## src/rtl/sram_access_arbiter.sv

```systemverilog
// Single owner of the external asynchronous SRAM bus: arbitrates three requesters
// (Q0 fixed priority, Q1/Q2 round-robin) and sequences one read or write cycle per grant.
module sram_access_arbiter #(
  parameter int ADDR_W   = 20,
  parameter int DATA_W   = 16,
  parameter int RD_WAIT  = 2,
  parameter int WR_PULSE = 2
) (
  input  logic              CLK,
  input  logic              RST,
  input  logic              Q0_REQ,
  input  logic              Q0_WE,
  input  logic [ADDR_W-1:0] Q0_ADR,
  input  logic [DATA_W-1:0] Q0_WD,
  output logic              Q0_ACK,
  input  logic              Q1_REQ,
  input  logic              Q1_WE,
  input  logic [ADDR_W-1:0] Q1_ADR,
  input  logic [DATA_W-1:0] Q1_WD,
  output logic              Q1_ACK,
  input  logic              Q2_REQ,
  input  logic              Q2_WE,
  input  logic [ADDR_W-1:0] Q2_ADR,
  input  logic [DATA_W-1:0] Q2_WD,
  output logic              Q2_ACK,
  output logic [DATA_W-1:0] RDATA,
  output logic              RVALID,
  output logic [1:0]        RID,
  output logic              BUSY,
  output logic [ADDR_W-1:0] SADR,
  output logic [DATA_W-1:0] SDO,
  output logic              SDOE,
  input  logic [DATA_W-1:0] SDI,
  output logic              SOE_N,
  output logic              SWE_N,
  output logic              SCE1_N,
  output logic              SCE2,
  output logic              SBHE_N,
  output logic              SBLE_N
);

  localparam int CNT_W = 8;

  typedef enum logic [2:0] {
    ST_IDLE, ST_RD_ADR, ST_RD_OE, ST_RD_END, ST_WR_SET, ST_WR_PULSE, ST_WR_HOLD
  } state_t;

  state_t            state_r, state_s;
  logic [CNT_W-1:0]  cnt_r, cnt_s;
  logic              rr_r, rr_s;
  logic [2:0]        ack_r, ack_s;
  logic [ADDR_W-1:0] sadr_r, sadr_s;
  logic [DATA_W-1:0] sdo_r, sdo_s;
  logic              sdoe_r, sdoe_s;
  logic              soe_n_r, soe_n_s;
  logic              swe_n_r, swe_n_s;
  logic [DATA_W-1:0] rdata_r, rdata_s;
  logic              rvalid_r, rvalid_s;
  logic [1:0]        rid_r, rid_s;
  logic              busy_r;
  logic              en_r;
  logic              win_vld_s;
  logic [1:0]        win_s;
  logic              sel_we_s;
  logic [ADDR_W-1:0] sel_adr_s;
  logic [DATA_W-1:0] sel_wd_s;

  // Arbitration: Q0 always wins; rr_r=1 means Q2 is preferred on a Q1/Q2 tie
  always_comb begin
    win_vld_s = 1'b0;
    win_s     = 2'd0;
    if (Q0_REQ) begin
      win_vld_s = 1'b1;
      win_s     = 2'd0;
    end else if (Q1_REQ && Q2_REQ) begin
      win_vld_s = 1'b1;
      win_s     = rr_r ? 2'd2 : 2'd1;
    end else if (Q1_REQ) begin
      win_vld_s = 1'b1;
      win_s     = 2'd1;
    end else if (Q2_REQ) begin
      win_vld_s = 1'b1;
      win_s     = 2'd2;
    end else begin
      win_vld_s = 1'b0;
      win_s     = 2'd0;
    end
  end

  // Request field mux for the current winner
  always_comb begin
    sel_we_s  = 1'b0;
    sel_adr_s = '0;
    sel_wd_s  = '0;
    case (win_s)
      2'd0: begin sel_we_s = Q0_WE; sel_adr_s = Q0_ADR; sel_wd_s = Q0_WD; end
      2'd1: begin sel_we_s = Q1_WE; sel_adr_s = Q1_ADR; sel_wd_s = Q1_WD; end
      2'd2: begin sel_we_s = Q2_WE; sel_adr_s = Q2_ADR; sel_wd_s = Q2_WD; end
      default: begin sel_we_s = 1'b0; sel_adr_s = '0; sel_wd_s = '0; end
    endcase
  end

  // Next-state and next-output logic for the bus sequencer
  always_comb begin
    state_s  = state_r;
    cnt_s    = cnt_r;
    rr_s     = rr_r;
    ack_s    = 3'b000;
    sadr_s   = sadr_r;
    sdo_s    = sdo_r;
    sdoe_s   = sdoe_r;
    soe_n_s  = soe_n_r;
    swe_n_s  = swe_n_r;
    rdata_s  = rdata_r;
    rvalid_s = 1'b0;
    rid_s    = rid_r;
    case (state_r)
      ST_IDLE: begin
        if (win_vld_s) begin
          ack_s[win_s] = 1'b1;
          sadr_s       = sel_adr_s;
          rid_s        = win_s;
          if (win_s != 2'd0) begin
            rr_s = (win_s == 2'd1);
          end else begin
            rr_s = rr_r;
          end
          if (sel_we_s) begin
            sdo_s   = sel_wd_s;
            sdoe_s  = 1'b1;
            state_s = ST_WR_SET;
          end else begin
            state_s = ST_RD_ADR;
          end
        end else begin
          state_s = ST_IDLE;
        end
      end
      ST_RD_ADR: begin
        soe_n_s = 1'b0;
        cnt_s   = '0;
        state_s = ST_RD_OE;
      end
      ST_RD_OE: begin
        if (cnt_r == CNT_W'(RD_WAIT - 1)) begin
          rdata_s  = SDI;
          rvalid_s = 1'b1;
          soe_n_s  = 1'b1;
          state_s  = ST_RD_END;
        end else begin
          cnt_s = cnt_r + 8'd1;
        end
      end
      ST_RD_END: state_s = ST_IDLE;
      ST_WR_SET: begin
        swe_n_s = 1'b0;
        cnt_s   = '0;
        state_s = ST_WR_PULSE;
      end
      ST_WR_PULSE: begin
        if (cnt_r == CNT_W'(WR_PULSE - 1)) begin
          swe_n_s = 1'b1;
          state_s = ST_WR_HOLD;
        end else begin
          cnt_s = cnt_r + 8'd1;
        end
      end
      // Data stays driven one clock past the WE rising edge for hold time
      ST_WR_HOLD: begin
        sdoe_s  = 1'b0;
        state_s = ST_IDLE;
      end
      default: begin
        soe_n_s = 1'b1;
        swe_n_s = 1'b1;
        sdoe_s  = 1'b0;
        state_s = ST_IDLE;
      end
    endcase
  end

  // State and output registers; reset abandons any access in flight
  always_ff @(posedge CLK or posedge RST) begin
    if (RST) begin
      state_r  <= ST_IDLE;
      cnt_r    <= '0;
      rr_r     <= 1'b0;
      ack_r    <= 3'b000;
      sadr_r   <= '0;
      sdo_r    <= '0;
      sdoe_r   <= 1'b0;
      soe_n_r  <= 1'b1;
      swe_n_r  <= 1'b1;
      rdata_r  <= '0;
      rvalid_r <= 1'b0;
      rid_r    <= 2'd0;
      busy_r   <= 1'b0;
      en_r     <= 1'b0;
    end else begin
      state_r  <= state_s;
      cnt_r    <= cnt_s;
      rr_r     <= rr_s;
      ack_r    <= ack_s;
      sadr_r   <= sadr_s;
      sdo_r    <= sdo_s;
      sdoe_r   <= sdoe_s;
      soe_n_r  <= soe_n_s;
      swe_n_r  <= swe_n_s;
      rdata_r  <= rdata_s;
      rvalid_r <= rvalid_s;
      rid_r    <= rid_s;
      busy_r   <= (state_s != ST_IDLE);
      en_r     <= 1'b1;
    end
  end

  assign Q0_ACK = ack_r[0];
  assign Q1_ACK = ack_r[1];
  assign Q2_ACK = ack_r[2];
  assign RDATA  = rdata_r;
  assign RVALID = rvalid_r;
  assign RID    = rid_r;
  assign BUSY   = busy_r;
  assign SADR   = sadr_r;
  assign SDO    = sdo_r;
  assign SDOE   = sdoe_r;
  assign SOE_N  = soe_n_r;
  assign SWE_N  = swe_n_r;
  assign SCE1_N = ~en_r;
  assign SCE2   = en_r;
  assign SBHE_N = ~en_r;
  assign SBLE_N = ~en_r;

endmodule

```

## config.mk

```make
export PLATFORM = sky130hd
export DESIGN_NAME = sram_access_arbiter
export DESIGN_NICKNAME = d
export VERILOG_FILES = /design/src/rtl/sram_access_arbiter.sv
export SDC_FILE = /design/constraint.sdc
export NUM_CORES = 1
export LEC_CHECK = 0
export ABC_AREA = 1
export CORE_MARGIN = 4
export CORE_UTILIZATION = 40
export DETAILED_ROUTE_END_ITERATION = 16
export GPL_ROUTABILITY_DRIVEN = 0
export HOLD_SLACK_MARGIN = 0.03
export PLACE_DENSITY = 0.89
export SLEW_MARGIN = 20
export SYNTH_ARGS = -nofsm -noshare
export SYNTH_HDL_FRONTEND = slang
export SYNTH_SLANG_ARGS = --single-unit
```

## constraint.sdc

```tcl
create_clock -name CLK -period 2.5 [get_ports CLK]
set_clock_uncertainty 0.1 [all_clocks]
set_input_delay 0.25 -clock CLK [delete_from_list [all_inputs] [get_ports CLK]]
set_output_delay 0.25 -clock CLK [all_outputs]
set_load 0.02 [all_outputs]
```

Word-level counts from Yosys, hierarchy flattened

Index checks and enable logic that the tools add are counted.
W data, S select, Z words.

Register bits after elaboration: 75
Input bits: 132
Output and inout bits: 66
Logic and storage cells: 86

Add/sub/neg operators: 1
Magnitude comparators: 2
Equality and inequality tests: 14
Mux-type cells: 31
Bitwise gates (word level): 4
Reduce and logical (&&, ||, !) cells: 20

Operators with widths:

| kind                  | number |
|---|---|
| $pmux W20 S3          | 1 |
| $pmux W16 S3          | 1 |
| $mux W3               | 6 |
| $pmux W8 S2           | 1 |
| $pmux W3 S5           | 1 |
| $reduce_or A5 Y1      | 3 |
| $mux W1               | 10 |
| $mux W2               | 5 |
| $ne A2 B2 Y1 const B  | 5 |
| $reduce_and A2 Y1     | 5 |
| $eq A3 B3 Y1 const B  | 3 |
| $pmux W1 S3           | 3 |
| $reduce_and A3 Y1     | 3 |
| $add A8 B1 Y8 const B | 1 |
| $eq A8 B1 Y1 const B  | 1 |
| $mux W8               | 1 |
| $eq A3 B2 Y1 const B  | 2 |
| $not A1 Y1            | 4 |
| $reduce_bool A2 Y1    | 2 |
| $reduce_or A2 Y1      | 2 |
| $eq A3 B1 Y1 const B  | 1 |
| $logic_not A3 Y1      | 1 |
| $lt A2 B3 Y1 const B  | 1 |
| $reduce_bool A3 Y1    | 1 |
| 7 further kinds       | 8 |

Logic depth before layout (Yosys ltp)

Gate-level depths: netlist (run 1).

Depth after elaboration: 10
Depth in mapped cells: 10
Gate-level depth less buffers: 10

Worst setup path after synthesis (run 1)

Ideal clock, no wire load.

Path type: register to register
Start point: register cnt_r[0]
End point: register rdata_r[0] (netlist: RDATA[0])
Setup time: 116 ps
Arrival: 1288 ps
Data required time: 2284 ps
Path slack: 995 ps
Cell stages (with the launch flop): 9
Path buffers: 1
Clock period less this slack: 1505 ps
Cells stage by stage: dfrtp_1 -> ha_1 -> inv_1 -> nor2_1 -> nand3_2 -> clkinv_1 -> buf_4 -> nand2_1 -> nand2_1

Word-level cells in the longest chain between the ends: 2

RTL lines:

| element                            | RTL line | source |
|---|---|---|
| from (decl)                        | 49       | `logic [CNT_W-1:0] cnt_r, cnt_s;` |
| from (signal assigned)             | 201      | `cnt_r <= cnt_s;` |
| $eq A8 B1 Y1                       | 145      | `if (cnt_r == CNT_W'(RD_WAIT - 1)) begin` |
| $reduce_and A2 Y1 (no source line) | -        |  |
| to (signal assigned)               | 209      | `rdata_r <= rdata_s;` |
| to (decl)                          | 57       | `logic [DATA_W-1:0] rdata_r, rdata_s;` |

Every way passes these cells.
A chain may end at the register's enable or synchronous reset.

Worst setup path in the final report (run 1)

Start point: register swe_n_r (netlist: SWE_N)
End point: output SWE_N

RTL lines:

| element                | RTL line | source |
|---|---|---|
| from (decl)            | 56       | `logic swe_n_r, swe_n_s;` |
| from (signal assigned) | 208      | `swe_n_r <= swe_n_s;` |
| to (decl)              | 35       | `output logic SWE_N,` |

No word-level cell between the ends.

==> out/qor_table.md, run 1 <==
| Parameter | Value | Unit |
|---|---|---|
| Biggest fanout along the worst timing path | 2 | - |
| Multi-input gate area in the final layout | 1640 | um2 |
| Cell at the root of the clock tree | sky130_fd_sc_hd__clkbuf_8 | - |
| Final hold violations | 0 | - |
| Final hold slack | 0.162 | ns |
| Worst slack, placed | 0.418 | ns |
| Setup repair bufs after CTS | 0 | - |
| Worst stage delay on the critical path | 0.61 | ns |
| Number of resized instances in the post-cts repair step | 0 | - |
| Post-synthesis instance total | 494 | - |
| Max Freq | 0.542 | GHz |
| Cell type with the highest aggregate area in the netlist | sky130_fd_sc_hd__dfrtp_1 | - |
| Layout cells sized above 1 | 0.0547 | - |
| Gate family responsible for the most delay along the worst path | buffers and inverters | - |
| Number of levels in the clock H-tree | 3 | - |
| Number of I/O port buffers | 197 | - |
| Wire length of the first global-routing pass | 19.1 | mm |
| Area enclosed by the die boundary | 11,000 | um2 |
| VDD IR max | 0.442 | mV |
| Max-slew violation count | 0 | - |
| Clock slew at reported path FFs | 0.09 | ns |
| Dominant cell by count in the synthesized netlist | sky130_fd_sc_hd__nand2_1 | - |
| Number of stages on the worst setup path | 1 | - |
| Capture point of the worst reg-to-reg path | cnt_r[7]$_DFFE_PP0P_ | - |
| Endpoint type of the worst setup path | primary output | - |
| Site row count | 35 | - |
| # diodes | 0 | - |
| Worst R2R Start | cnt_r[1]$_DFFE_PP0P_ | - |
| Slowest cell on the critical path | sky130_fd_sc_hd__clkdlybuf4s50_1 | - |
| Length of the first detailed-routing pass in iterations | 4 | - |
| Share of the synthesized area in the top cell type | 0.486 | - |
| Residual DRC count | 0 | - |
| P&R area growth vs syn | 60.9 | % |
| Total buffers and inverters traversed by the critical path | 1 | - |
| Power Density | 1050 | nW/um2 |
| Maximum buffer depth of the clock tree | 2 | - |
| Num CTS Buffers | 9 | - |
| Chip width | 105 | um |
| Min-Delay Path Class | input port to async pin | - |
| Syn Nets | 629 | - |
| Setup Viol. Count Final | 0 | - |
| Final #Nets | 825 | - |
| Synthesized area per cell | 7.61 | um2 |
| Flip-flop and latch area | 1880 | um2 |
| Number of sinks driven by the clock tree | 75 | - |
| Clock tree from TritonCTS | built | - |
| Count of vias placed by the detailed router | 3,998 | - |
| Height of the chip | 105 | um |
| Remaining antenna violation count | 0 | - |
| Core footprint | 9200 | um2 |
| Initial cell density of the core | 0.409 | - |
| Clock latency of the later-clocked register in the worst-skew pair | 0.35 | ns |
| Share of the yosys chip area belonging to registers | 0.500 | - |
| Data arrival at the endpoint of the critical path | 1.49 | ns |
| Number of fill cells | 761 | - |
| RSZ-0062 raised after global routing | false | - |
| Share of the clock period used by the worst path | 0.738 | - |
| Cell Chain, Critical Path | clkdlybuf4s50_1 | - |
| Critical path start-end classification | flip-flop to primary output | - |
| Ys Warns | 0 | - |
| Run status | complete, no violations | - |
| Top cells by area, synth | sky130_fd_sc_hd__dfrtp_1 (49%), sky130_fd_sc_hd__nand2_1 (23%), sky130_fd_sc_hd__nand3_1 (3.9%) | - |
| Vias in the first global route | 4,023 | - |
| Main synth FF type | sky130_fd_sc_hd__dfrtp_1 | - |
| Final Critical Period | 1.84 | ns |
| Share of synthesized registers carrying an async set or reset | 1.00 | - |
| Number of maximum-capacitance violations | 0 | - |
| Post-DP HPWL | 9.29 | mm |
| Wire length after detailed routing | 11.9 | mm |
| DR iter-0 viols | 133 | - |
| Number of enable-type register cells in the synthesized netlist | 0 | - |
| Distinct cell type count after synthesis | 31 | - |
| Final TNS setup | 0 | ns |
| Leading post-synthesis cells by instance count | sky130_fd_sc_hd__nand2_1 (228), sky130_fd_sc_hd__dfrtp_1 (73), sky130_fd_sc_hd__nor2_1 (34) | - |
| Routed via count divided by cell count | 4.96 | - |
| Setup slack of the most critical reg-to-reg path | 0.74 | ns |
| Overall track demand over capacity in global routing | 0.215 | - |
| Antenna violations before repair | 0 | - |
| Leakage | 2.81 | nW |
| Average wire per cell in the routed design | 14.7 | um |
| Startpoint kind of the worst setup timing path | flip-flop | - |
| Cell Area, Synth | 3760 | um2 |
| Worst R2R Path Depth | 8 | - |
| Post-cts hold buffer count | 0 | - |
| Slew margin rel. | 0.632 | - |
| Utilization of the core after routing | 0.657 | - |
| Sum of overflow across all layers after global routing | 0 | - |
| Slack of the critical path | 0.656 | ns |
| Largest net degree at the start of global routing | 45 | - |
| Number of synthesized register bits | 75 | - |
| Worst-Margin Slew | 0.552 | ns |
| IO Count | 198 | - |
| CP required | 2.15 | ns |
-- power breakdown --
group          total [mW]  switching, mW  leakage, nW  internal (mW)
sequential           2.05          0.308        0.918           1.74
clock                1.08          0.477        0.115          0.601
combinational        3.23           1.79         1.78           1.44
-- how the worst max path moves through the flow --
stage,from,end,slack [ns]
6_report,SWE_N$_DFFE_PP1P_,SWE_N,0.66
5_1_grt,cnt_r[1]$_DFFE_PP0P_,cnt_r[5]$_DFFE_PP0P_,0.60
4_1_cts,SOE_N$_DFFE_PP1P_,SOE_N,0.64
3_5_place_dp,Q1_REQ,SADR[1]$_DFFE_PP0P_,0.42
3_3_place_gp,Q1_REQ,SADR[19]$_DFFE_PP0P_,0.50
2_1_floorplan,RST,BUSY$_DFF_PP0_,0.24
-- through the flow --
stage	instances	area [um2]	power [mW]
after detailed placement	790	5810	5.31
after global placement	790	5810	5.19
after floorplan	494	3760	3.79
final	806	6050	6.36
after global routing	806	6050	6.80
after CTS	806	6050	6.40
-- registers in the layout, summed over array words and instances (netlist names) --
name and flops:
SDO 16, SWE_N 1, SCE2 1, ack_r 3, RVALID 1, SDOE 1
SADR 20, state_r 3, BUSY 1, rr_r 1, cnt_r 8, RID 2
SOE_N 1, RDATA 16
-- placed cells by master (no fill, tap or decap), types with 2 or more instances in the layout --
cell | synthesis | final
sky130_fd_sc_hd__nand2_1 | 228 | 228
sky130_fd_sc_hd__clkdlybuf4s50_1 | 0 | 197
sky130_fd_sc_hd__dfrtp_1 | 73 | 73
sky130_fd_sc_hd__nor2_1 | 34 | 34
sky130_fd_sc_hd__nand3_1 | 29 | 29
sky130_fd_sc_hd__inv_1 | 28 | 27
sky130_fd_sc_hd__a21oi_1 | 22 | 22
sky130_fd_sc_hd__a31oi_1 | 17 | 17
sky130_fd_sc_hd__o21ai_0 | 10 | 10
sky130_fd_sc_hd__clkbuf_8 | 0 | 10
sky130_fd_sc_hd__o22ai_1 | 5 | 5
sky130_fd_sc_hd__buf_4 | 8 | 5
sky130_fd_sc_hd__nand4_1 | 3 | 3
sky130_fd_sc_hd__ha_1 | 3 | 3
sky130_fd_sc_hd__dfstp_2 | 2 | 2
sky130_fd_sc_hd__inv_2 | 2 | 2
sky130_fd_sc_hd__nand3_2 | 2 | 2
sky130_fd_sc_hd__nor2_2 | 2 | 2
sky130_fd_sc_hd__nand2_2 | 2 | 2
sky130_fd_sc_hd__a21oi_4 | 2 | 2
sky130_fd_sc_hd__xor2_1 | 2 | 2
sky130_fd_sc_hd__bufinv_16 | 0 | 2
-- per-layer routing --
metal | part of all wire | up-vias | GRT usage
li1 | - | 1956 | -
met2 | 0.51 | 197 | 0.384
met5 | 0 | - | 0
met3 | 0.096 | 22 | 0.0760
met1 | 0.37 | 1823 | 0.237
met4 | 0.021 | 0 | 0.0694
-- cell families (layout without fill, tap and decap cells) --
group | after synthesis | count (layout) | synth area share
DFF | 75 | 75 | 0.500
AOI/OAI and AO/OA | 58 | 58 | 0.0919
adders and majority gates | 3 | 3 | 0.00999
xor gates and xnor gates | 3 | 3 | 0.00699
other | 1 | 1 | 0.000998
and+or+nand+nor | 304 | 304 | 0.327
buffers and inverters | 50 | 251 | 0.0636
-- layout make-up --
type | count | share of cell area
clock inverter | 6 | 0.0159
tap | 111 | 0.0230
multi-input combinational | 369 | 0.271
timing repair buffer | 203 | 0.336
inverter | 32 | 0.0205
clock buffer | 10 | 0.0228
sequential | 75 | 0.311
-- worst register-to-register path: cells and delay by family (launching register included) --
family	cells	cell delay, ns
simple gates	4	0.68
flops	1	0.40
compound gates	1	0.21
fa+ha+maj	1	0.16
buf+inv	2	0.12
No activity file was read; power rests on OpenSTA's default activity.
==> run 2, diff against run 1 <==
==> constraint.sdc (replaced) <==
create_clock -name CLK -period 1.9 [get_ports CLK]
set_clock_uncertainty 0.1 [all_clocks]
set_input_delay 0.19 -clock CLK [delete_from_list [all_inputs] [get_ports CLK]]
set_output_delay 0.19 -clock CLK [all_outputs]
set_load 0.02 [all_outputs]
==> run 2 against run 1 <==
  * Global-route usage is 0.13 points lower
  * Utilization grew 0.56 points
  * Hold slack improved by 0.061 ns
  * Critical path type unchanged
  * Flip-flop and latch count is the same
  * Sequential share of layout area fell by 0.26 points
  * Routed wire length decreased by 2.3%
  * Sequential power increased by 31%
==> out/qor_table.md, run 2 (synthesis gave the netlist of run 1 again) <==
| Parameter | Value | Unit | Change |
|---|---|---|---|
| Worst R2R Path Depth | 8 | - | unchanged |
| Critical path start-end classification | flip-flop to primary output | - |  |
| CP required | 1.61 | ns | -0.54 ns |
| Cell at the root of the clock tree | sky130_fd_sc_hd__clkbuf_8 | - |  |
| Share of the clock period used by the worst path | 0.931 | - |  |
| Power Density | 1370 | nW/um2 | +30% |
| Setup repair bufs after CTS | 0 | - | unchanged |
| Clock tree from TritonCTS | built | - |  |
| Overall track demand over capacity in global routing | 0.213 | - | -0.00126 |
| Flip-flop and latch area | 1880 | um2 | unchanged |
| Chip width | 105 | um | unchanged |
| RSZ-0062 raised after global routing | false | - |  |
| Wire length of the first global-routing pass | 19.2 | mm | +0.69% |
| Final Critical Period | 1.77 | ns |  |
| Antenna violations before repair | 0 | - | unchanged |
| Largest net degree at the start of global routing | 76 | - | +69% |
| Slowest cell on the critical path | sky130_fd_sc_hd__clkdlybuf4s50_1 | - |  |
| Clock slew at reported path FFs | 0.08 | ns | about the same |
| Data arrival at the endpoint of the critical path | 1.48 | ns | about the same |
| Site row count | 35 | - | unchanged |
| Average wire per cell in the routed design | 14.4 | um | -2.6% |
| Cell Chain, Critical Path | clkdlybuf4s50_1 | - |  |
| Routed via count divided by cell count | 4.98 | - | +0.35% |
| Max-slew violation count | 0 | - | unchanged |
| Setup Viol. Count Final | 0 | - | unchanged |
| IO Count | 198 | - | unchanged |
| Length of the first detailed-routing pass in iterations | 5 | - | +1 |
| Number of resized instances in the post-cts repair step | 0 | - | unchanged |
| Total buffers and inverters traversed by the critical path | 1 | - | unchanged |
| Final #Nets | 827 | - | +0.24% |
| Biggest fanout along the worst timing path | 2 | - | unchanged |
| # diodes | 0 | - | unchanged |
| Utilization of the core after routing | 0.663 | - | +0.00558 |
| Worst stage delay on the critical path | 0.61 | ns | about the same |
| Leakage | 2.82 | nW | +0.50% |
| Sum of overflow across all layers after global routing | 0 | - | unchanged |
| Gate family responsible for the most delay along the worst path | buffers and inverters | - |  |
| Final TNS setup | 0 | ns | unchanged |
| Core footprint | 9200 | um2 | unchanged |
| Number of maximum-capacitance violations | 0 | - | unchanged |
| Number of sinks driven by the clock tree | 75 | - | unchanged |
| Worst R2R Start | cnt_r[1]$_DFFE_PP0P_ | - |  |
| Setup slack of the most critical reg-to-reg path | 0.13 | ns | -0.61 ns |
| Num CTS Buffers | 9 | - | unchanged |
| Count of vias placed by the detailed router | 4,022 | - | +0.60% |
| Wire length after detailed routing | 11.6 | mm | -2.3% |
| Run status | complete, no violations | - |  |
| Remaining antenna violation count | 0 | - | unchanged |
| Endpoint type of the worst setup path | primary output | - |  |
| Capture point of the worst reg-to-reg path | cnt_r[5]$_DFFE_PP0P_ | - |  |
| Min-Delay Path Class | input port to async pin | - |  |
| Post-route non-filler standard cell count | 808 | - | +0.25% |
| Number of flip-flops under the largest register name | 20 | - | unchanged |
| Most common cell after layout, fill and taps aside | sky130_fd_sc_hd__nand2_1 | - |  |
| Vias in the first global route | 4,056 | - | +0.82% |
| Maximum buffer depth of the clock tree | 2 | - | unchanged |
| P&R area growth vs syn | 62.2 | % |  |
| Startpoint kind of the worst setup timing path | flip-flop | - |  |
| Multi-input gate area in the final layout | 1640 | um2 | unchanged |
| Initial cell density of the core | 0.409 | - | unchanged |
| Height of the chip | 105 | um | unchanged |
| Clock latency of the later-clocked register in the worst-skew pair | 0.33 | ns | -0.02 ns |
| Cell total after placement | 792 | - | +0.25% |
| Layout cells sized above 1 | 0.0560 | - | +0.00128 |
| Commonest cells after routing, fill and taps aside | sky130_fd_sc_hd__nand2_1 (228), sky130_fd_sc_hd__clkdlybuf4s50_1 (197), sky130_fd_sc_hd__dfrtp_1 (73) | - |  |
| Number of I/O port buffers | 197 | - | unchanged |
| Final hold violations | 0 | - | unchanged |
| Max Freq | 0.565 | GHz |  |
| Post-cts hold buffer count | 0 | - | unchanged |
| Number of levels in the clock H-tree | 3 | - | unchanged |
| Area enclosed by the die boundary | 11,000 | um2 | unchanged |
| DR iter-0 viols | 132 | - | -0.75% |
| Post-DP HPWL | 9.11 | mm | -1.9% |
| Number of fill cells | 762 | - | +0.13% |
| VDD IR max | 0.590 | mV | +33% |
| Residual DRC count | 0 | - | unchanged |
==> run 2: changes by cell type in the layout (fill, tap and decap cells not counted) <==
cell                         delta
sky130_fd_sc_hd__inv_8          -1
sky130_fd_sc_hd__clkbuf_1       +1
sky130_fd_sc_hd__inv_6          -1
sky130_fd_sc_hd__clkbuf_8       -1
sky130_fd_sc_hd__buf_4          -2
sky130_fd_sc_hd__buf_12         +4
sky130_fd_sc_hd__clkinv_4       +1
sky130_fd_sc_hd__clkinvlp_4     +1
==> run 2: stage by stage <==
step                      instance area (um2)  power [mW]  setup slack, ns  hold slack [ns]
after floorplan                          3760        4.99            0.395            0.200
after global placement                   5880        6.91            0.142            0.362
after detailed placement                 5880        7.07           0.0621            0.365
after CTS                                6100        8.45            0.109            0.228
after global routing                     6100        8.95           0.0369            0.272
final                                    6100        8.35            0.131            0.223
==> run 2: metal layers <==
layer,vias up,global-route usage,wire length [um]
met3,16,0.0550,1030
met1,1857,0.247,4560
li1,1963,-,-
met2,186,0.382,5860
met5,-,0,0
met4,0,0.0712,141
==> run 2: layout make-up <==
| cell class | count | share of cell area |
|---|---|---|
| Clock buffer | 10 | 0.0209 |
| Clock inverter | 6 | 0.0148 |
| Inverter | 32 | 0.0207 |
| Multi-Input combinational cell | 369 | 0.269 |
| Sequential cell | 75 | 0.308 |
| Tap cell | 111 | 0.0228 |
| Timing Repair Buffer | 205 | 0.344 |
==> run 2: worst max-delay path by stage <==
stage                              start                    to  slack [ns]  depth (start not counted)
floorplan           cnt_r[0]$_DFFE_PP0P_  RDATA[0]$_DFFE_PP0P_        0.40                          8
global placement                  Q1_REQ        BUSY$_DFF_PP0_        0.14                          8
detailed placement                Q0_REQ    SDO[3]$_DFFE_PP0P_        0.06                          9
CTS                    SOE_N$_DFFE_PP1P_                 SOE_N        0.11                          1
global route        cnt_r[0]$_DFFE_PP0P_  RDATA[8]$_DFFE_PP0P_        0.04                          7
finish                 SOE_N$_DFFE_PP1P_                 SOE_N        0.13                          1
==> run 2: worst min-delay path: cells and delay by family <==
| kind | cells | cell delay, ns |
|---|---|---|
| buffers and inverters | 3 | 0.87 |
==> run 2: report_power, final <==
part           switching (mW)  total, mW  internal (mW)
Sequential              0.393       2.68           2.29
Clock                   0.578       1.32          0.742
Combinational            2.38       4.35           1.96
Total                    3.35       8.35           4.99
==> run 3, diff against run 2 <==
--- a/config.mk
+++ b/config.mk
@@ -6,8 +6,10 @@
 export NUM_CORES = 1
 export LEC_CHECK = 0
 export ABC_AREA = 1
+export CORE_ASPECT_RATIO = 0.8
 export CORE_MARGIN = 4
 export CORE_UTILIZATION = 40
+export CTS_CLUSTER_SIZE = 20
 export DETAILED_ROUTE_END_ITERATION = 16
 export GPL_ROUTABILITY_DRIVEN = 0
 export HOLD_SLACK_MARGIN = 0.03
==> run 3 against run 2 <==
  * First-iteration DRC count grew 27%
  * Register-to-register slack gained 0.099 ns
  * Worst setup slack improved by 0.017 ns
  * Utilization increased by 1.6 points
  * Power up 3.9%
  * Die area is essentially flat
  * Non-clock buffer count is the same
  * Critical endpoint is now SWE_N
==> out/qor_table.md, run 3 (synthesis gave the netlist of run 1 again) <==
| Parameter | Value | Unit | Change |
|---|---|---|---|
| DR iter-0 viols | 167 | - | +27% |
| Number of fill cells | 751 | - | -1.4% |
| Power Density | 1400 | nW/um2 | +2.5% |
| Vias in the first global route | 4,020 | - | -0.89% |
| Cell at the root of the clock tree | sky130_fd_sc_hd__clkbuf_16 | - |  |
| Start point of the critical path | SWE_N$_DFFE_PP1P_ | - |  |
| IO Count | 198 | - | unchanged |
| Biggest fanout along the worst timing path | 2 | - | unchanged |
| Final Critical Period | 1.75 | ns | -0.0171 ns |
| Setup Viol. Count Final | 0 | - | unchanged |
| Net switching power | 3.41 | mW | +1.6% |
| Share of the clock period used by the worst path | 0.922 | - | -0.00899 |
| Wire length after detailed routing | 11.4 | mm | -1.6% |
| Cell Chain, Critical Path | clkdlybuf4s50_1 | - |  |
| Clock slew at reported path FFs | 0.06 | ns | -0.02 ns |
| Setup slack of the most critical reg-to-reg path | 0.23 | ns | +0.10 ns |
| Average wire per cell in the routed design | 14.1 | um | -2.1% |
| Run status | complete, no violations | - |  |
| Critical path start-end classification | flip-flop to primary output | - |  |
| Site row count | 31 | - | -11% |
| Number of flip-flops under the largest register name | 20 | - | unchanged |
| Final #Nets | 827 | - | unchanged |
| Worst R2R Start | cnt_r[1]$_DFFE_PP0P_ | - |  |
| Min-Delay Path Class | input port to async pin | - |  |
| Worst stage delay on the critical path | 0.61 | ns | about the same |
| Number of I/O port buffers | 197 | - | unchanged |
| Part of the total power dissipated in sequential elements | 0.311 | - | -0.010 |
| Wire length of the first global-routing pass | 18.5 | mm | -3.9% |
| Capture point of the worst reg-to-reg path | cnt_r[5]$_DFFE_PP0P_ | - |  |
| Max Freq | 0.571 | GHz | +0.98% |
| Switching share of power | 0.393 | - | -0.00923 |
| Total buffers and inverters traversed by the critical path | 1 | - | unchanged |
| Final TNS setup | 0 | ns | unchanged |
| Total placed instance area | 5880 | um2 | about the same |
| Count of vias placed by the detailed router | 3,897 | - | -3.1% |
| RSZ-0062 raised after global routing | false | - |  |
| VDD IR max | 0.847 | mV | +44% |
| Commonest cells after routing, fill and taps aside | sky130_fd_sc_hd__nand2_1 (227), sky130_fd_sc_hd__clkdlybuf4s50_1 (197), sky130_fd_sc_hd__dfrtp_1 (73) | - |  |
| Length of the first detailed-routing pass in iterations | 4 | - | -1 |
| Largest net degree at the start of global routing | 76 | - | unchanged |
| Remaining antenna violation count | 0 | - | unchanged |
| Most common cell after layout, fill and taps aside | sky130_fd_sc_hd__nand2_1 | - |  |
| Number of sinks driven by the clock tree | 75 | - | unchanged |
| Endpoint type of the worst setup path | primary output | - |  |
| Clock tree from TritonCTS | built | - |  |
| Sum of overflow across all layers after global routing | 0 | - | unchanged |
| Routed via count divided by cell count | 4.80 | - | -3.6% |
| Startpoint kind of the worst setup timing path | flip-flop | - |  |
| Overall track demand over capacity in global routing | 0.210 | - | -0.00332 |
| Number of levels in the clock H-tree | 3 | - | unchanged |
| Clock latency of the later-clocked register in the worst-skew pair | 0.32 | ns | about the same |
| Slowest cell on the critical path | sky130_fd_sc_hd__clkdlybuf4s50_1 | - |  |
| Data arrival at the endpoint of the critical path | 1.46 | ns | -0.02 ns |
| P&R area growth vs syn | 64.5 | % |  |
| Combinational share of power | 0.500 | - | -0.021 |
| Worst R2R Path Depth | 8 | - | unchanged |
| Final instance area | 6180 | um2 | +1.4% |
| Max-slew violation count | 0 | - | unchanged |
| Final hold violations | 0 | - | unchanged |
| Maximum buffer depth of the clock tree | 2 | - | unchanged |
| Core footprint | 9110 | um2 | -0.88% |
| Antenna violations before repair | 0 | - | unchanged |
| Number of maximum-capacitance violations | 0 | - | unchanged |
| Area enclosed by the die boundary | 11,000 | um2 | about the same |
| CP required | 1.61 | ns | about the same |
| Layout cells sized above 1 | 0.0603 | - | +0.00430 |
| Internal | 5.27 | mW | +5.5% |
| # diodes | 0 | - | unchanged |
| Height of the chip | 94.7 | um | -9.8% |
| Clk pwr share | 0.190 | - | +0.032 |
| Num CTS Buffers | 9 | - | unchanged |
| Post-DP HPWL | 8.78 | mm | -3.5% |
| Residual DRC count | 0 | - | unchanged |
| Gate family responsible for the most delay along the worst path | buffers and inverters | - |  |
| Leakage | 2.85 | nW | +1.1% |
| Chip width | 116 | um | +11% |
| Initial cell density of the core | 0.412 | - | +0.00365 |
run 3: cell count changes in the layout (fill, tap and decap cells not counted), sizes merged:
cell      previous run  this run
bufinv               2         1
clkinvlp             2         4
clkbuf              10         9
run 3: worst max-delay path by stage:
stage	end	cells past startpoint	slack, ns
6_report	SWE_N	1	0.15
5_1_grt	cnt_r[7]$_DFFE_PP0P_	8	0.05
4_1_cts	SWE_N	1	0.13
3_5_place_dp	BUSY$_DFF_PP0_	8	0.02
3_3_place_gp	BUSY$_DFF_PP0_	8	0.12
2_1_floorplan	RDATA[0]$_DFFE_PP0P_	8	0.40
run 3: layer usage:
| metal | part of all wire | up-vias | global-route usage |
|---|---|---|---|
| li1 | - | 1962 | - |
| met1 | 0.39 | 1790 | 0.242 |
| met2 | 0.52 | 133 | 0.379 |
| met3 | 0.077 | 12 | 0.0666 |
| met4 | 0.011 | 0 | 0.0512 |
| met5 | 0 | - | 0 |
run 3: through the flow:
step | power [mW] | std cells | util | hold WS (ns) | setup slack [ns]
floorplan | 4.99 | 494 | - | 0.200 | 0.395
CTS | 8.78 | 812 | 0.678 | 0.248 | 0.131
finish | 8.68 | 812 | 0.679 | 0.230 | 0.148
detailed placement | 7.08 | 796 | 0.646 | 0.364 | 0.0189
global route | 9.28 | 812 | 0.679 | 0.265 | 0.0490
global placement | 6.92 | 796 | 0.646 | 0.357 | 0.121
run 3: power by group through the flow:
stage	Clock, mW	Sequential, mW	Combinational (mW)
2_1_floorplan	0	3.41	1.57
3_3_place_gp	0	2.67	4.25
3_5_place_dp	0	2.71	4.37
4_1_cts	1.69	2.70	4.39
5_1_grt	1.78	2.78	4.72
6_report	1.65	2.70	4.34
run 3: final cells by class:
cell class | count | area, um2 | share of cell area
multi-input cells | 369 | 1640 | 0.266
clock inverters | 7 | 68.8 | 0.0111
clock buffers | 9 | 225 | 0.0364
repair buffers | 205 | 2090 | 0.339
flip-flops and latches | 75 | 1880 | 0.304
well taps | 115 | 144 | 0.0233
inverters | 32 | 130 | 0.0210
run 3: repair_timing:
item,CTS,global route
hold buffers,0,0
setup endpoints to repair,0,2
resized for setup,0,2
setup buffers,0,0
